$ cat config.mk
export PLATFORM = sky130hd
export DESIGN_NAME = dz_modem_scan_flat
export DESIGN_NICKNAME = d
export VERILOG_FILES = /design/src/rtl/dz_modem_scan_if.sv /design/src/rtl/dz_modem_scan.sv /design/src/flat_wrapper.sv
export SDC_FILE = /design/constraint.sdc
export NUM_CORES = 1
export LEC_CHECK = 0
export ABC_AREA = 1
export ABC_CLOCK_PERIOD_IN_PS = 3700
export CAP_MARGIN = 10
export CORE_MARGIN = 2
export CORE_UTILIZATION = 52
export CTS_BUF_LIST = sky130_fd_sc_hd__clkbuf_16
export DETAILED_ROUTE_END_ITERATION = 8
export HOLD_SLACK_MARGIN = 0.15
export PLACE_DENSITY = 0.76
export SLEW_MARGIN = 20
export SYNTH_ARGS = -nofsm -noshare
export SYNTH_HDL_FRONTEND = slang
export SYNTH_SLANG_ARGS = --single-unit
export TNS_END_PERCENT = 30
$ cat constraint.sdc
create_clock -name clk -period 3.7 [get_ports clk]
set_clock_uncertainty 0.2 [all_clocks]
set_input_delay 0.555 -clock clk [delete_from_list [all_inputs] [get_ports clk]]
set_output_delay 0.555 -clock clk [all_outputs]
set_load 0.005 [all_outputs]
$ cat src/rtl/dz_modem_scan_if.sv
// Event stream between the modem-status scanner and the DZ11 CSR logic.
//   evtVALID : an event is presented
//   evtLINE  : line number of the presented event
//   evtCO    : debounced carrier detect of evtLINE, captured at grant
//   evtRI    : debounced ring indicator of evtLINE, captured at grant
//   evtACK   : consumer accepts the presented event
// The scanner is the master; the CSR/interrupt logic is the slave.
interface dz_modem_scan_if;
  logic       evtVALID;
  logic [2:0] evtLINE;
  logic       evtCO;
  logic       evtRI;
  logic       evtACK;

  modport master (output evtVALID, output evtLINE, output evtCO, output evtRI, input evtACK);
  modport slave  (input evtVALID, input evtLINE, input evtCO, input evtRI, output evtACK);
endinterface

$ cat src/rtl/dz_modem_scan.sv
// DZ11 modem-status scanner and event scheduler.
// Synchronizes and debounces per-line Carrier Detect / Ring Indicator,
// publishes the debounced status word, and turns per-line status changes
// into a round-robin arbitrated valid/ack event stream.
// Ports:
//   clk      : clock
//   rst      : asynchronous reset, active low
//   msrEN    : scan enable; low flushes pending events
//   dzCO     : raw carrier detect, bit n = line n
//   dzRI     : raw ring indicator, bit n = line n
//   regMSR   : debounced status {CO[7:0], RI[7:0]}
//   evt      : event stream (master side), see dz_modem_scan_if
//   pendMASK : lines with a pending, unserviced change
//   ovfl     : sticky, a change was lost because its line was already pending
//   ovflCLR  : clears ovfl (a simultaneous new overflow wins)
module dz_modem_scan #(
  parameter int DB_CYCLES = 4
) (
  input  logic                   clk,
  input  logic                   rst,
  input  logic                   msrEN,
  input  logic [7:0]             dzCO,
  input  logic [7:0]             dzRI,
  output logic [15:0]            regMSR,
  dz_modem_scan_if.master        evt,
  output logic [7:0]             pendMASK,
  output logic                   ovfl,
  input  logic                   ovflCLR
);

  localparam logic [3:0] DB_LAST = 4'(DB_CYCLES - 1);

  typedef enum logic [0:0] {
    IDLE    = 1'b0,
    PRESENT = 1'b1
  } state_t;

  logic [7:0] co_meta_r, ri_meta_r;
  logic [7:0] co_sync_r, ri_sync_r;
  logic [7:0] co_db_s, ri_db_s;
  logic [7:0] upd_s;

  logic [7:0] pend_r, pend_nxt_s, clr_s;
  logic       ovfl_r, ovfl_set_s;

  state_t     state_r, state_nxt_s;
  logic [2:0] ptr_r, ptr_nxt_s;
  logic [2:0] line_r, line_nxt_s;
  logic       co_evt_r, co_evt_nxt_s;
  logic       ri_evt_r, ri_evt_nxt_s;
  logic       valid_r, valid_nxt_s;

  logic       grant_found_s;
  logic [2:0] grant_line_s;
  logic [2:0] cand_s;

  // Two-flop synchronizer on all raw modem inputs
  always_ff @(posedge clk or negedge rst) begin
    if (!rst) begin
      co_meta_r <= 8'h00;
      ri_meta_r <= 8'h00;
      co_sync_r <= 8'h00;
      ri_sync_r <= 8'h00;
    end else begin
      co_meta_r <= dzCO;
      ri_meta_r <= dzRI;
      co_sync_r <= co_meta_r;
      ri_sync_r <= ri_meta_r;
    end
  end

  // Per-line debounce: the {CO,RI} pair must differ from the stable value
  // for DB_CYCLES consecutive cycles before the stable value follows it.
  // Any change of the pair within the run keeps counting; only a match resets.
  for (genvar n = 0; n < 8; n++) begin : g_line
    logic [1:0] pair_s;
    logic [1:0] db_r;
    logic [3:0] cnt_r;
    logic       differ_s;
    logic       load_s;

    assign pair_s   = {co_sync_r[n], ri_sync_r[n]};
    assign differ_s = (pair_s != db_r);
    assign load_s   = differ_s && (cnt_r == DB_LAST);

    // Debounce counter and stable status of this line
    always_ff @(posedge clk or negedge rst) begin
      if (!rst) begin
        cnt_r <= 4'd0;
        db_r  <= 2'b00;
      end else if (load_s) begin
        cnt_r <= 4'd0;
        db_r  <= pair_s;
      end else if (differ_s) begin
        cnt_r <= cnt_r + 4'd1;
      end else begin
        cnt_r <= 4'd0;
      end
    end

    assign co_db_s[n] = db_r[1];
    assign ri_db_s[n] = db_r[0];
    assign upd_s[n]   = load_s;
  end

  assign regMSR = {co_db_s, ri_db_s};

  // Pending-mask next state. A change on the line being acked on the same
  // edge simply re-pends it (set beats clear) and is not an overflow.
  always_comb begin
    clr_s      = (state_r == PRESENT && evt.evtACK) ? (8'h01 << line_r) : 8'h00;
    ovfl_set_s = msrEN & (|(upd_s & pend_r & ~clr_s));
    pend_nxt_s = msrEN ? ((pend_r & ~clr_s) | upd_s) : 8'h00;
  end

  // Pending mask and sticky overflow flag
  always_ff @(posedge clk or negedge rst) begin
    if (!rst) begin
      pend_r <= 8'h00;
      ovfl_r <= 1'b0;
    end else begin
      pend_r <= pend_nxt_s;
      if (ovfl_set_s) begin
        ovfl_r <= 1'b1;
      end else if (ovflCLR) begin
        ovfl_r <= 1'b0;
      end else begin
        ovfl_r <= ovfl_r;
      end
    end
  end

  // Round-robin search: first pending line after ptr_r, wrapping mod 8.
  // Walking downward lets the nearest candidate overwrite farther ones.
  always_comb begin
    grant_found_s = |pend_r;
    grant_line_s  = 3'd0;
    cand_s        = 3'd0;
    for (int i = 8; i >= 1; i--) begin
      cand_s = ptr_r + 3'(i);
      if (pend_r[cand_s]) begin
        grant_line_s = cand_s;
      end else begin
        grant_line_s = grant_line_s;
      end
    end
  end

  // Event FSM next-state and registered event fields
  always_comb begin
    state_nxt_s  = state_r;
    ptr_nxt_s    = ptr_r;
    line_nxt_s   = line_r;
    co_evt_nxt_s = co_evt_r;
    ri_evt_nxt_s = ri_evt_r;
    valid_nxt_s  = 1'b0;
    case (state_r)
      IDLE: begin
        if (msrEN && grant_found_s) begin
          state_nxt_s  = PRESENT;
          line_nxt_s   = grant_line_s;
          co_evt_nxt_s = co_db_s[grant_line_s];
          ri_evt_nxt_s = ri_db_s[grant_line_s];
          valid_nxt_s  = 1'b1;
        end else begin
          state_nxt_s  = IDLE;
          valid_nxt_s  = 1'b0;
        end
      end
      PRESENT: begin
        if (!msrEN) begin
          state_nxt_s = IDLE;
          valid_nxt_s = 1'b0;
        end else if (evt.evtACK) begin
          state_nxt_s = IDLE;
          ptr_nxt_s   = line_r;
          valid_nxt_s = 1'b0;
        end else begin
          state_nxt_s = PRESENT;
          valid_nxt_s = 1'b1;
        end
      end
      default: begin
        state_nxt_s = IDLE;
        valid_nxt_s = 1'b0;
      end
    endcase
  end

  // Event FSM state, round-robin pointer and presented event
  always_ff @(posedge clk or negedge rst) begin
    if (!rst) begin
      state_r  <= IDLE;
      ptr_r    <= 3'd7;
      line_r   <= 3'd0;
      co_evt_r <= 1'b0;
      ri_evt_r <= 1'b0;
      valid_r  <= 1'b0;
    end else begin
      state_r  <= state_nxt_s;
      ptr_r    <= ptr_nxt_s;
      line_r   <= line_nxt_s;
      co_evt_r <= co_evt_nxt_s;
      ri_evt_r <= ri_evt_nxt_s;
      valid_r  <= valid_nxt_s;
    end
  end

  assign evt.evtVALID = valid_r;
  assign evt.evtLINE  = line_r;
  assign evt.evtCO    = co_evt_r;
  assign evt.evtRI    = ri_evt_r;
  assign pendMASK     = pend_r;
  assign ovfl         = ovfl_r;

endmodule
$ cat src/flat_wrapper.sv
// flat-port wrapper written by rule: the top's interface ports become plain ports
module dz_modem_scan_flat 
#(
  parameter int DB_CYCLES = 4
)
  (clk, rst, msrEN, dzCO, dzRI, regMSR, pendMASK, ovfl, ovflCLR, evt_evtVALID, evt_evtLINE, evt_evtCO, evt_evtRI, evt_evtACK);
  dz_modem_scan_if evt_i ();
  input  logic clk;
  input  logic rst;
  input  logic msrEN;
  input  logic [7:0] dzCO;
  input  logic [7:0] dzRI;
  output logic [15:0] regMSR;
  output logic [7:0] pendMASK;
  output logic ovfl;
  input  logic ovflCLR;
  output wire logic [$bits(evt_i.evtVALID)-1:0] evt_evtVALID;
  output wire logic [$bits(evt_i.evtLINE)-1:0] evt_evtLINE;
  output wire logic [$bits(evt_i.evtCO)-1:0] evt_evtCO;
  output wire logic [$bits(evt_i.evtRI)-1:0] evt_evtRI;
  input wire logic [$bits(evt_i.evtACK)-1:0] evt_evtACK;
  assign evt_evtVALID = evt_i.evtVALID;
  assign evt_evtLINE = evt_i.evtLINE;
  assign evt_evtCO = evt_i.evtCO;
  assign evt_evtRI = evt_i.evtRI;
  assign evt_i.evtACK = evt_evtACK;
  dz_modem_scan #(.DB_CYCLES(DB_CYCLES)) u_core (.clk(clk), .rst(rst), .msrEN(msrEN), .dzCO(dzCO), .dzRI(dzRI), .regMSR(regMSR), .evt(evt_i), .pendMASK(pendMASK), .ovfl(ovfl), .ovflCLR(ovflCLR));
endmodule
==> out/metrics.sh, run 1 <==
FP-ROW-COUNT=34
ROUTED_VIA_DENSITY=5.43
YS_WARN_COUNT=0
CRITICAL_PATH.MOST_COMMON_CELL='sky130_fd_sc_hd__nand2_1'
GLOBAL_ROUTE.USAGE.MET2=0.371
WORST_EP_ARRIVAL_TIME_NS=2.97
SYNTHCELLS=533
REQUIRED_NS=3.72
CRITICAL_PATH.ENDPOINT_TYPE='flip-flop'
LAYOUT-AREA-OVERHEAD-VS-SYNTH_PCT=19.8
GRT_START_MAX_NET_PINS=46
CELLPOWERDENSITY_nW_PER_UM2=940
FLOORPLAN.INITIALDENSITY=0.539
GRT_ANTENNA_BEFORE_REPAIR=0
AVGSYNTHCELLAREA_UM2=8.86
TIMING.FINAL.HOLD_VIOLATIONS=0
SYNTHESIS.NETS=564
MIN_PERIOD_OVER_PERIOD=0.798
CTS_TREE='done'
MIN_DELAY_WORST_ENDPOINT='u_core.ri_sync_r[5]'
PLACEMENT.CELL_AREA_UM2=5330
YOSYS-TOP-CELLS-AREA='sky130_fd_sc_hd__dfrtp_1 (50%), sky130_fd_sc_hd__nand2_1 (10%), sky130_fd_sc_hd__nand3_1 (6.1%)'
FLOORPLAN.IO_PINS=52
ROUTED_WIRE_LENGTH_PER_INSTANCE_UM=14.3
GRT_PASS1_VIAS=3830
POST_CTS_BUFFERS=0
VIA_COUNT=3848
DRIVE_ABOVE_1_SHARE=0.118
ANTENNA-DIODE-COUNT=0
DETAILEDPLACEMENTHPWL_MM=7.54
CLOCKBUFFERDEPTH=2
MET3_TRACK_USAGE_GR=0.0379
CLKTRANSATPATHREGS_NS=0.07
MAXSLEWVIOLCOUNT=0
CTS_NUM_SINKS=98
CRITICAL-PATH-MAX-STAGE-DELAY_NS=0.66
FINISH.INSTANCE_AREA_UM2=5660
DIE_AREA_UM2=9860
CRITPATHLAUNCHTYPE='flip-flop'
DIE-WIDTH_UM=99.3
LAYOUT.CORE_UTILIZATION=0.646
WORST_SLEW_PIN_SLEW_NS=0.577
SLEW_HEADROOM=0.615
OUTCOME='complete, no violations'
DRC=0
R2R_CELL_COUNT=19
WORSTSKEWPAIRLATENCY_NS=0.33
NETSWITCHINGPOWER_mW=2.34
GLOBAL_ROUTE.PEAK_USAGE_LAYER='met2'
GRT_USE_TOTAL=0.220
TIMING.SETUP.TNS_NS=0
HOLD_PATH_DEPTH=0
DRV_CAP=0
GR-TOTAL-OVERFLOW=0
CRIT_PATH_TOP_DELAY_CELL='sky130_fd_sc_hd__dfstp_2'
POWER.SEQUENTIAL.FRACTION=0.306
ROOT_BUFFER='sky130_fd_sc_hd__clkbuf_16'
DIE-HEIGHT_UM=99.3
GP_CONGESTION=0.960
POST_SYNTH_NUM_CELL_TYPES=31
DRT.ANTENNA.VIOLATING_NETS=0
COREAREA_UM2=8760
GLOBAL_ROUTE.USAGE.MET1=0.287
MIN-DELAY-PATH-CLASS='reg2reg'
NETLIST.AREA_LEADER.SHARE=0.503
R2R-END='u_core.evt.evtCO'
TIMING.FINAL.SETUP_VIOLATIONS=0
SYN-CELL-AREA_UM2=4720
R2R-START='u_core.ptr_r[0]'
FMAXACHIEVABLE_MHz=339
SETUP_REPAIR_AFTER_GLOBAL_ROUTING_MISSED_ITS_MARGIN='no'
CLOCK_POWER_SHARE=0.172
LAYOUT.FILLER_CELLS=693
INITIAL_DRT_PASS_ITERATIONS=4
IO_BUFFER_COUNT=51
FIRST_PASS_GRT_WIRE_LENGTH_MM=17.4
TRITONCTS.NUM_BUFFERS=9
POWER.SHARE.COMBINATIONAL=0.522
YS_SEQ_ELEMENTS=98
NETSWITCHINGFRACTION=0.440
DRT_WL_TOTAL_MM=10.1
LEAKAGEPOWER_nW=2.75
TIMING_WORST_SETUP_PATH_TYPE='reg2reg'
FINALWORSTPATHREQUIREDPERIOD_NS=2.95
SYNTH_AREA_LEADER_CELL='sky130_fd_sc_hd__dfrtp_1'
CRIT_PATH_CELL_TRACE='inv_4 > ha_1 > inv_2 > nand3_1 > nand3_1 > nand2_2 > inv_2 > nand2_1 > nand2_1 > nand2_1 > nand2_1 > nand2_2 > nand2_4 > nand2_8 > nand2_1 > nand3_1 > nand2_1 > nand2_1 > nand3_2'
WORST-PATH-MAX-FANOUT=11
IRDROPWORSTVDD_uV=432
CTSHTREEMAXLEVEL=3
RRSETUPSLACK_NS=0.75
INITIALDRTVIOLATIONCOUNT=245
CELLINTERNALPOWER_mW=2.98
PROPORTION_OF_SYNTHESIZED_CHIP_AREA_IN_SEQUENTIAL_CELLS=0.520
NNETSFINAL=627
MIN_FROM='u_core.ri_meta_r[5]'
TOTALPOWERFINAL_mW=5.32
synth_stat cells, drive strengths merged:
| cell | count |
|---|---|
| o21ai | 30 |
| or2 | 8 |
| dfstp | 3 |
| o22ai | 3 |
| xnor2 | 7 |
| a21oi | 16 |
| dfrtp | 95 |
| o31ai | 3 |
| nor3 | 9 |
| nand2 | 145 |
| buf | 4 |
| clkinv | 1 |
| ha | 10 |
| nor3b | 5 |
| xor2 | 10 |
| and3 | 8 |
| inv | 66 |
| nor2 | 32 |
| o21a | 2 |
| a22oi | 1 |
| nor4 | 2 |
| nand3 | 73 |
layout by cell type (no fill, tap or decap), types with 10 or more instances in the layout:
master / netlist / routed
sky130_fd_sc_hd__nand2_1: 128 / 128
sky130_fd_sc_hd__a21oi_1: 15 / 15
sky130_fd_sc_hd__o21ai_0: 30 / 30
sky130_fd_sc_hd__nand3_2: 15 / 15
sky130_fd_sc_hd__clkdlybuf4s50_1: 0 / 50
sky130_fd_sc_hd__inv_1: 57 / 58
sky130_fd_sc_hd__xor2_1: 10 / 10
sky130_fd_sc_hd__nand3_1: 58 / 58
sky130_fd_sc_hd__ha_1: 10 / 10
sky130_fd_sc_hd__nor2_1: 32 / 32
sky130_fd_sc_hd__dfrtp_1: 95 / 95
worst max-delay path, delay by kind of cell (launching register included):
family | cells | cell delay, ns
flops | 1 | 0.66
simple gates | 15 | 1.22
buf+inv | 3 | 0.30
fa+ha+maj | 1 | 0.44
per-stage QoR:
stage                     hold WS, ns  setup slack [ns]  cells
after global routing            0.160             0.412    709
after floorplan                0.0594              1.03    533
after global placement          0.131             0.941    690
after detailed placement        0.136             0.808    690
final                           0.149             0.749    709
after CTS                       0.151             0.789    708
sequential cells by signal (all words and copies together), names as in the netlist, 3 cells and up:
signal / flops
u_core.g_line.db_r: 16
u_core.co_meta_r: 8
u_core.ri_sync_r: 8
u_core.pendMASK: 8
u_core.g_line.cnt_r: 32
u_core.ptr_r: 3
u_core.co_sync_r: 8
u_core.evt.evtLINE: 3
u_core.ri_meta_r: 8
routing by layer:
metal,part of all wire,routed length [µm],up-vias
met5,0,0,-
met4,0.024,246,0
met3,0.040,406,25
met2,0.50,5110,113
met1,0.43,4360,1859
li1,-,-,1851
cell type report:
cell class | count | area [µm²] | share of cell area
tap | 108 | 135 | 0.0239
multi-input combinational | 364 | 1960 | 0.347
clock inverter | 7 | 70.1 | 0.0124
clock buffer | 9 | 225 | 0.0398
timing repair buffer | 56 | 553 | 0.0977
sequential | 98 | 2460 | 0.434
inverter | 67 | 256 | 0.0453
power groups by stage:
stage               Combinational [mW]  Sequential (mW)  Clock [mW]
floorplan                         2.06             1.55           0
global placement                  2.64             1.62           0
detailed placement                2.74             1.64           0
CTS                               2.77             1.62       0.933
global route                      3.16             1.67       0.991
finish                            2.78             1.63       0.912
cells by family after synthesis:
group,count (synthesis),share of synthesized area
buffers and inverters,71,0.0641
flip-flops,98,0.520
AO/OA/AOI/OAI,55,0.0631
XOR/XNOR,17,0.0315
AND/OR/NAND/NOR,282,0.295
adder cells (fa/ha/maj),10,0.0265
how the worst max path moves through the flow:
| stage | startpoint | endpoint | slack [ns] | depth (start not counted) |
|---|---|---|---|---|
| after floorplan | u_core.ptr_r[0] | u_core.evt.evtCO | 1.03 | 22 |
| after global placement | u_core.ptr_r[0] | u_core.evt.evtCO | 0.94 | 19 |
| after detailed placement | u_core.ptr_r[0] | u_core.evt.evtCO | 0.81 | 19 |
| after CTS | u_core.ptr_r[0] | u_core.evt.evtCO | 0.79 | 19 |
| after global routing | u_core.ptr_r[0] | u_core.evt.evtRI | 0.41 | 17 |
| final | u_core.ptr_r[0] | u_core.evt.evtCO | 0.75 | 19 |
repair_timing:
item / 4_1_cts / 5_1_grt
setup endpoints to repair: 0 / 0
gates resized for setup: 0 / 0
hold buffers: 2 / 1
endpoints found under the hold margin: 44 / 1
Power figures use the tool's default switching activity.
==> inputs of run 2 (changes only) <==
--- a/config.mk
+++ b/config.mk
@@ -6,14 +6,14 @@
 export NUM_CORES = 1
 export LEC_CHECK = 0
 export ABC_AREA = 1
-export ABC_CLOCK_PERIOD_IN_PS = 3700
+export ABC_CLOCK_PERIOD_IN_PS = 2450
 export CAP_MARGIN = 10
 export CORE_MARGIN = 2
-export CORE_UTILIZATION = 52
+export CORE_UTILIZATION = 51
 export CTS_BUF_LIST = sky130_fd_sc_hd__clkbuf_16
 export DETAILED_ROUTE_END_ITERATION = 8
 export HOLD_SLACK_MARGIN = 0.15
-export PLACE_DENSITY = 0.76
+export PLACE_DENSITY = 0.78
 export SLEW_MARGIN = 20
 export SYNTH_ARGS = -nofsm -noshare
 export SYNTH_HDL_FRONTEND = slang
==> constraint.sdc (replaced) <==
create_clock -name clk -period 2.45 [get_ports clk]
set_clock_uncertainty 0.2 [all_clocks]
set_input_delay 0.3675 -clock clk [delete_from_list [all_inputs] [get_ports clk]]
set_output_delay 0.3675 -clock clk [all_outputs]
set_load 0.005 [all_outputs]
==> run 2 against run 1 <==
  * The flow now finishes with violations (setup timing)
  * Critical path type unchanged
  * Largest power group unchanged
  * Cell count is 3.0% higher
  * Clock power is 40% higher
  * First-iteration DRC count is 6.1% lower
  * Total power is 61% higher
  * Sequential power is 48% higher
  * Critical path depth stayed put
  * Global-route usage is 0.11 points higher
  * Fmax is 18% higher
  * Die area is 1.9% higher
  * Register-to-register slack worse by 0.79 ns
  * Highest routed layer unchanged
  * Cell area is 4.0% higher
  * Utilization hardly changed
==> out/metrics.sh, run 2 (synthesized netlist as in run 1, its figures left out) <==
NNETSFINAL=645  # was 627
R2R-START='u_core.ptr_r[0]'  # unchanged
CRITPATHLAUNCHTYPE='flip-flop'  # unchanged
TIMING.FINAL.HOLD_VIOLATIONS=0  # unchanged
LAYOUT-AREA-OVERHEAD-VS-SYNTH_PCT=24.6  # was 19.8%
INITIAL_DRT_PASS_ITERATIONS=4  # unchanged
DETAILEDPLACEMENTHPWL_MM=7.57  # was 7.54 mm
WORST_EP_ARRIVAL_TIME_NS=2.52  # was 2.97 ns
GR-TOTAL-OVERFLOW=0  # unchanged
MAXSLEWVIOLCOUNT=0  # unchanged
IO_BUFFER_COUNT=51  # unchanged
FLOORPLAN.INITIALDENSITY=0.518  # was 0.539
POST-ROUTE-WORST-SETUP-SLACK_NS=-0.0415  # was 0.749 ns
RRSETUPSLACK_NS=-0.04  # was 0.75 ns
FIRST_PASS_GRT_WIRE_LENGTH_MM=17.5  # was 17.4 mm
FAILING_CHECKS='setup timing'
MAX_FFS_PER_REGISTER=32  # unchanged
FINALWORSTPATHREQUIREDPERIOD_NS=2.49  # was 2.95 ns
VIA_COUNT=3833  # was 3848
FLOORPLAN.IO_PINS=52  # unchanged
GRT_ANTENNA_BEFORE_REPAIR=0  # unchanged
ROOT_BUFFER='sky130_fd_sc_hd__clkbuf_16'  # unchanged
CRITICAL_PATH.ENDPOINT_TYPE='flip-flop'  # unchanged
FP-ROW-COUNT=35  # was 34
INITIALDRTVIOLATIONCOUNT=230  # was 245
NETSWITCHINGPOWER_mW=3.86  # was 2.34 mW
CLOCK_POWER_SHARE=0.150  # was 0.172
OUTCOME='finished with violations'  # was complete, no violations
TIMING.HOLD.WS_NS=0.144  # was 0.149 ns
TIMING_WORST_SETUP_PATH_TYPE='reg2reg'  # unchanged
ROUTED_VIA_DENSITY=5.25  # was 5.43
MIN_FROM='u_core.ri_meta_r[7]'  # was u_core.ri_meta_r[5]
CLKTRANSATPATHREGS_NS=0.07  # about the same
COREAREA_UM2=9110  # was 8760 µm²
DIE-WIDTH_UM=100  # was 99.3 µm
CLOCKBUFFERDEPTH=2  # unchanged
COMMONEST_CELLS_AFTER_ROUTING_FILL_AND_TAPS_ASIDE='sky130_fd_sc_hd__nand2_1 (126), sky130_fd_sc_hd__dfrtp_1 (95), sky130_fd_sc_hd__inv_1 (57), sky130_fd_sc_hd__nand3_1 (52), sky130_fd_sc_hd__clkdlybuf4s50_1 (50)'  # was sky130_fd_sc_hd__nand2_1 (128), sky130_fd_sc_hd__dfrtp_1 (95), sky130_fd_sc_hd__inv_1 (58), sky130_fd_sc_hd__nand3_1 (58), sky130_fd_sc_hd__clkdlybuf4s50_1 (50)
REQUIRED_NS=2.48  # was 3.72 ns
CELLPOWERDENSITY_nW_PER_UM2=1460  # was 940 nW/µm²
MOSTFREQUENTLAYOUTCELL='sky130_fd_sc_hd__nand2_1'  # unchanged
DIE-HEIGHT_UM=100  # was 99.3 µm
TRITONCTS.NUM_BUFFERS=9  # unchanged
GRT_PASS1_VIAS=3927  # was 3830
WORSTSKEWPAIRLATENCY_NS=0.34  # was 0.33 ns
CELLINTERNALPOWER_mW=4.72  # was 2.98 mW
POWER.SHARE.COMBINATIONAL=0.567  # was 0.522
GP_CONGESTION=0.884  # was 0.960
MIN-DELAY-PATH-CLASS='reg2reg'  # unchanged
TOTALPOWERFINAL_mW=8.57  # was 5.32 mW
GRT_USE_TOTAL=0.221  # was 0.220
TOP_REGISTER='u_core.g_line.cnt_r'  # unchanged
FMAXACHIEVABLE_MHz=401  # was 339 MHz
ANTENNA-DIODE-COUNT=0  # unchanged
WORST-PATH-MAX-FANOUT=6  # was 11
DRC=0  # unchanged
SLEW_HEADROOM=0.663  # was 0.615
POWER.SEQUENTIAL.FRACTION=0.283  # was 0.306
DRT.ANTENNA.VIOLATING_NETS=0  # unchanged
NETSWITCHINGFRACTION=0.450  # was 0.440
GRT_START_MAX_NET_PINS=47  # was 46
CTS_NUM_SINKS=98  # unchanged
DIE_AREA_UM2=10000  # was 9860 µm²
MIN_DELAY_WORST_ENDPOINT='u_core.ri_sync_r[7]'  # was u_core.ri_sync_r[5]
DRIVE_ABOVE_1_SHARE=0.162  # was 0.118
HOLD_PATH_DEPTH=0  # unchanged
TIMING.FINAL.SETUP_VIOLATIONS=2  # was 0
DRT_WL_TOTAL_MM=10.3  # was 10.1 mm
R2R-END='u_core.evt.evtRI'  # was u_core.evt.evtCO
MIN_PERIOD_OVER_PERIOD=1.02  # was 0.798
LARGESTREGISTERS='u_core.g_line.cnt_r (32), u_core.g_line.db_r (16)'  # unchanged
WORST_SLEW_PIN_SLEW_NS=0.506  # was 0.577 ns
CTSHTREEMAXLEVEL=3  # unchanged
DRV_CAP=0  # unchanged
ROUTED_WIRE_LENGTH_PER_INSTANCE_UM=14.1  # was 14.3 µm
CTS_TREE='done'  # unchanged
LEAKAGEPOWER_nW=2.85  # was 2.75 nW
R2R_CELL_COUNT=19  # unchanged
IRDROPWORSTVDD_uV=704  # was 432 µV
SETUP_REPAIR_AFTER_GLOBAL_ROUTING_MISSED_ITS_MARGIN='yes'  # was no
-- run 2: cell count changes in the layout (fill, tap and decap cells not counted), moves of 2 or more --
cell / before / now
sky130_fd_sc_hd__clkinvlp_4: 0 / 2
sky130_fd_sc_hd__nand2_4: 7 / 10
sky130_fd_sc_hd__nand2_1: 128 / 126
sky130_fd_sc_hd__buf_4: 3 / 17
sky130_fd_sc_hd__nand3_2: 15 / 20
sky130_fd_sc_hd__nand3_1: 58 / 52
-- run 2: how the worst max path moves through the flow --
stage,from,to,slack (ns),depth (start not counted)
floorplan,u_core.ptr_r[0],u_core.evt.evtCO,-0.05,21
global placement,u_core.ptr_r[1],u_core.evt.evtRI,0.02,16
detailed placement,u_core.ptr_r[0],u_core.evt.evtRI,-0.02,19
CTS,u_core.ptr_r[0],u_core.evt.evtCO,-0.02,20
global route,u_core.ptr_r[0],u_core.evt.evtRI,-0.23,18
finish,u_core.ptr_r[0],u_core.evt.evtRI,-0.04,19
-- run 2: area by class of cell --
cell class | count | area (µm²)
Clock inverter | 7 | 46.3
Clock buffer | 9 | 225
Sequential cell | 98 | 2460
Timing Repair Buffer | 71 | 678
Fill cell | 716 | 3230
Multi-Input combinational cell | 367 | 2080
Inverter | 67 | 262
Tap cell | 111 | 139
-- run 2: what timing repair did --
item | CTS | global route
endpoints found under the setup margin | 2 | 5
endpoints found under the hold margin | 35 | 0
resized for setup | 10 | 4
gates cloned | 3 | 0
buffers inserted | 1 | 0
hold buffers | 3 | 0
pin swaps | 8 | 4
-- run 2: worst max-delay path, stage by stage (launching register included) --
cell and delay, ns:
sky130_fd_sc_hd__dfstp_2 0.58, sky130_fd_sc_hd__inv_4 0.06, sky130_fd_sc_hd__ha_4 0.33, sky130_fd_sc_hd__nand3_2 0.10, sky130_fd_sc_hd__nand3_2 0.10, sky130_fd_sc_hd__nand2_2 0.08, sky130_fd_sc_hd__inv_2 0.06, sky130_fd_sc_hd__nand2_1 0.04
sky130_fd_sc_hd__nand2_1 0.05, sky130_fd_sc_hd__nand2_1 0.04, sky130_fd_sc_hd__nand2_1 0.06, sky130_fd_sc_hd__nand2_2 0.06, sky130_fd_sc_hd__nand2_4 0.11, sky130_fd_sc_hd__nand2_8 0.08, sky130_fd_sc_hd__nand2_8 0.10, sky130_fd_sc_hd__nand2_1 0.06
sky130_fd_sc_hd__nand3_1 0.09, sky130_fd_sc_hd__nand2_1 0.05, sky130_fd_sc_hd__nand2_1 0.06, sky130_fd_sc_hd__nand3_2 0.05
-- run 2: per-stage QoR --
| step | instances | setup slack, ns | setup TNS, ns | cell area (µm²) | util |
|---|---|---|---|---|---|
| after floorplan | 533 | -0.0516 | -0.103 | 4750 | - |
| after global placement | 707 | 0.0209 | 0 | 5490 | 0.602 |
| after detailed placement | 707 | -0.0247 | -0.0414 | 5490 | 0.602 |
| after CTS | 730 | -0.0168 | -0.0328 | 5870 | 0.645 |
| after global routing | 730 | -0.230 | -0.485 | 5880 | 0.646 |
| final | 730 | -0.0415 | -0.0750 | 5880 | 0.646 |
-- run 2: per-layer routing --
layer,global-route usage,up-vias,wire length (µm)
met3,0.0425,23,535
met2,0.375,117,5090
met5,0,-,0
li1,-,1890,-
met4,0.103,0,301
met1,0.273,1803,4360
-- run 2: power groups by stage --
| stage | clock [mW] | sequential [mW] | combinational, mW |
|---|---|---|---|
| 2_1_floorplan | 0 | 2.35 | 3.20 |
| 3_3_place_gp | 0 | 2.43 | 4.31 |
| 3_5_place_dp | 0 | 2.45 | 4.40 |
| 4_1_cts | 1.30 | 2.42 | 4.78 |
| 5_1_grt | 1.36 | 2.48 | 5.44 |
| 6_report | 1.28 | 2.42 | 4.87 |
==> inputs of run 3 (changes only) <==
--- a/config.mk
+++ b/config.mk
@@ -8,7 +8,7 @@
 export ABC_AREA = 1
 export ABC_CLOCK_PERIOD_IN_PS = 2450
 export CAP_MARGIN = 10
-export CORE_MARGIN = 2
+export CORE_MARGIN = 3
 export CORE_UTILIZATION = 51
 export CTS_BUF_LIST = sky130_fd_sc_hd__clkbuf_16
 export DETAILED_ROUTE_END_ITERATION = 8
==> run 3 against run 2 <==
  * The run still ends with setup timing left
  * Total power rose by 2.1%
  * Global-route usage fell by 0.67 points
  * Cell area up 0.36%
  * Cell count fell by 0.82%
  * Wire length grew 3.8%
  * Combinational power about the same
  * Worst hold slack better by 0.0060 ns
  * Fmax about the same
  * Largest power group unchanged
==> out/metrics.sh, run 3 (synthesized netlist as in run 1, its figures left out) <==
GP_CONGESTION=0.876  # was 0.884
MIN-DELAY-PATH-CLASS='reg2reg'  # unchanged
ROOT_BUFFER='sky130_fd_sc_hd__clkbuf_16'  # unchanged
CRITPATHLAUNCHTYPE='flip-flop'  # unchanged
FINALWORSTPATHREQUIREDPERIOD_NS=2.49  # about the same
FLOORPLAN.IO_PINS=52  # unchanged
TIMING_WORST_SETUP_PATH_TYPE='reg2reg'  # unchanged
OUTCOME='finished with violations'  # unchanged
FIRST_PASS_GRT_WIRE_LENGTH_MM=17.4  # was 17.5 mm
REQUIRED_NS=2.48  # about the same
GR-TOTAL-OVERFLOW=0  # unchanged
DR.MAX_LAYER_USED='met4'  # unchanged
LEAKAGEPOWER_nW=2.85  # about the same
NETSWITCHINGPOWER_mW=3.85  # was 3.86 mW
ANTENNA-DIODE-COUNT=0  # unchanged
MAX_FFS_PER_REGISTER=32  # unchanged
DIE-HEIGHT_UM=102  # was 100 µm
FP-ROW-COUNT=34  # was 35
DETAIL_ROUTE.WIRELENGTH.MET1_MM=4.18  # was 4.36 mm
LAYOUT-AREA-OVERHEAD-VS-SYNTH_PCT=25.0  # was 24.6%
MAXSLEWVIOLCOUNT=0  # unchanged
CTS_NUM_SINKS=98  # unchanged
CLOCK_POWER_SHARE=0.166  # was 0.150
LAYOUT.CORE_UTILIZATION=0.667  # was 0.646
POWER.SHARE.COMBINATIONAL=0.557  # was 0.567
FLOORPLAN.INITIALDENSITY=0.534  # was 0.518
FINISH.INSTANCE_AREA_UM2=5900  # was 5880 µm²
GRT_PASS1_VIAS=3789  # was 3927
SLEW_HEADROOM=0.725  # was 0.663
WORST_SLEW_PIN_SLEW_NS=0.411  # was 0.506 ns
IO_BUFFER_COUNT=51  # unchanged
GRT_START_MAX_NET_PINS=40  # was 47
GRT_USE_TOTAL=0.215  # was 0.221
TRITONCTS.NUM_BUFFERS=9  # unchanged
MIN_PERIOD_OVER_PERIOD=1.02  # about the same
CTS_TREE='done'  # unchanged
COMMONEST_CELLS_AFTER_ROUTING_FILL_AND_TAPS_ASIDE='sky130_fd_sc_hd__nand2_1 (125), sky130_fd_sc_hd__dfrtp_1 (95), sky130_fd_sc_hd__inv_1 (58), sky130_fd_sc_hd__nand3_1 (54), sky130_fd_sc_hd__clkdlybuf4s50_1 (50)'  # was sky130_fd_sc_hd__nand2_1 (126), sky130_fd_sc_hd__dfrtp_1 (95), sky130_fd_sc_hd__inv_1 (57), sky130_fd_sc_hd__nand3_1 (52), sky130_fd_sc_hd__clkdlybuf4s50_1 (50)
IRDROPWORSTVDD_uV=749  # was 704 µV
NETSWITCHINGFRACTION=0.439  # was 0.450
DETAILEDPLACEMENTHPWL_MM=7.88  # was 7.57 mm
ROUTED_VIA_DENSITY=5.35  # was 5.25
DRIVE_ABOVE_1_SHARE=0.154  # was 0.162
DIE-WIDTH_UM=102  # was 100 µm
WL_MET3_UM=544  # was 535 µm
LARGESTREGISTERS='u_core.g_line.cnt_r (32), u_core.g_line.db_r (16)'  # unchanged
MOSTFREQUENTLAYOUTCELL='sky130_fd_sc_hd__nand2_1'  # unchanged
INITIALDRTVIOLATIONCOUNT=225  # was 230
VIA_COUNT=3871  # was 3833
COREAREA_UM2=8850  # was 9110 µm²
TOTALPOWERFINAL_mW=8.75  # was 8.57 mW
POST-ROUTE-WORST-SETUP-SLACK_NS=-0.0415  # about the same
POWER.SEQUENTIAL.FRACTION=0.277  # was 0.283
AREA.SEQUENTIAL_UM2=2460  # unchanged
WORST-PATH-MAX-FANOUT=10  # was 6
DRV_CAP=0  # unchanged
NNETSFINAL=643  # was 645
CLOCKBUFFERDEPTH=2  # unchanged
INITIAL_DRT_PASS_ITERATIONS=5  # was 4
DIE_AREA_UM2=10500  # was 10000 µm²
GRT_ANTENNA_BEFORE_REPAIR=0  # unchanged
TIMING.HOLD.WS_NS=0.150  # was 0.144 ns
WORSTSKEWPAIRLATENCY_NS=0.34  # about the same
WORST_EP_ARRIVAL_TIME_NS=2.52  # about the same
FAILING_CHECKS='setup timing'  # unchanged
CELLPOWERDENSITY_nW_PER_UM2=1480  # was 1460 nW/µm²
CRIT_PATH_TOP_DELAY_CELL='sky130_fd_sc_hd__dfstp_2'  # unchanged
CLKTRANSATPATHREGS_NS=0.07  # about the same
CTSHTREEMAXLEVEL=3  # unchanged
LAYOUT.FILLER_CELLS=691  # was 716
FMAXACHIEVABLE_MHz=401  # about the same
DRT.ANTENNA.VIOLATING_NETS=0  # unchanged
ROUTED_WIRE_LENGTH_PER_INSTANCE_UM=14.7  # was 14.1 µm
PLACEMENT.CELL_AREA_UM2=5450  # was 5490 µm²
CRITICAL-PATH-MAX-STAGE-DELAY_NS=0.58  # about the same
SETUP_REPAIR_AFTER_GLOBAL_ROUTING_MISSED_ITS_MARGIN='yes'  # unchanged
DRC=0  # unchanged
BUFFER_AND_INVERTER_COUNT_ON_THE_WORST_PATH=2  # unchanged
TIMING.FINAL.SETUP_VIOLATIONS=2  # unchanged
MET2_WIRELENGTH_MM=5.72  # was 5.09 mm
MULTI_INPUT_AREA_UM2=2070  # was 2080 µm²
TIMING.CRITICAL_PATH.MAX_DELAY_FAMILY='simple AND/OR/NAND/NOR gates'  # unchanged
CRITICAL_PATH.ENDPOINT_TYPE='flip-flop'  # unchanged
CELLINTERNALPOWER_mW=4.91  # was 4.72 mW
TOP_REGISTER='u_core.g_line.cnt_r'  # unchanged
TIMING.FINAL.HOLD_VIOLATIONS=0  # unchanged
CRIT_PATH_CELL_TRACE='inv_4 > ha_4 > nand3_1 > nand3_2 > nand2_2 > inv_2 > nand2_1 > nand2_1 > nand2_1 > nand2_1 > nand2_1 > nand2_2 > nand2_8 > nand2_4 > nand2_2 > nand3_1 > nand2_1 > nand2_1 > nand3_2'  # was inv_4 > ha_4 > nand3_2 > nand3_2 > nand2_2 > inv_2 > nand2_1 > nand2_1 > nand2_1 > nand2_1 > nand2_2 > nand2_4 > nand2_8 > nand2_8 > nand2_1 > nand3_1 > nand2_1 > nand2_1 > nand3_2
DRT_WL_TOTAL_MM=10.7  # was 10.3 mm
CRITICAL_PATH.MOST_COMMON_CELL='sky130_fd_sc_hd__nand2_1'  # unchanged
[run 3: timing repair]
item | 4_1_cts | 5_1_grt
pin swaps | 2 | 6
gates resized for setup | 1 | 11
buffers inserted | 2 | 1
setup endpoints to repair | 2 | 5
cloned | 0 | 2
endpoints found under the hold margin | 101 | 0
hold buffers | 4 | 0
[run 3: final cells by class]
class / count / share of cell area
clock inverter: 6 / 0.0142
multi-input combinational: 366 / 0.350
timing repair buffer: 70 / 0.114
tap: 108 / 0.0229
clock buffer: 9 / 0.0381
inverter: 67 / 0.0443
sequential: 98 / 0.416
[run 3: final timing paths]
| check | end | cells after the start | slack, ns | start |
|---|---|---|---|---|
| setup reg to reg | u_core.evt.evtCO | 19 | -0.04 | u_core.ptr_r[1] |
| hold / removal | u_core.co_sync_r[0] | 0 | 0.15 | u_core.co_meta_r[0] |
| max in group asynchronous | u_core.ri_sync_r[5] | 3 | 1.18 | rst |
| min in group asynchronous | u_core.g_line[4].db_r[1] | 2 | 0.28 | rst |
| setup / recovery | u_core.evt.evtCO | 19 | -0.04 | u_core.ptr_r[1] |
| hold reg to reg | u_core.co_sync_r[0] | 0 | 0.15 | u_core.co_meta_r[0] |
[run 3: per-layer routing]
layer | GRT usage | up-vias
met1 | 0.258 | 1847
met3 | 0.0307 | 24
met5 | 0 | -
li1 | - | 1876
met4 | 0.0858 | 0
met2 | 0.387 | 124
[run 3: power groups by stage]
stage	combinational [mW]	sequential, mW	clock, mW
final	4.87	2.42	1.46
after global routing	5.40	2.48	1.55
after CTS	4.42	2.42	1.49
after detailed placement	4.35	2.45	0
after global placement	4.23	2.42	0
after floorplan	3.20	2.35	0
[run 3: stage by stage]
| stage | setup slack, ns | TNS, ns | std cells |
|---|---|---|---|
| final | -0.0415 | -0.0712 | 724 |
| after global routing | -0.196 | -0.450 | 724 |
| after CTS | -0.0207 | -0.0248 | 721 |
| after detailed placement | -0.0595 | -0.0927 | 700 |
| after global placement | 0.0229 | 0 | 700 |
| after floorplan | -0.0516 | -0.103 | 533 |
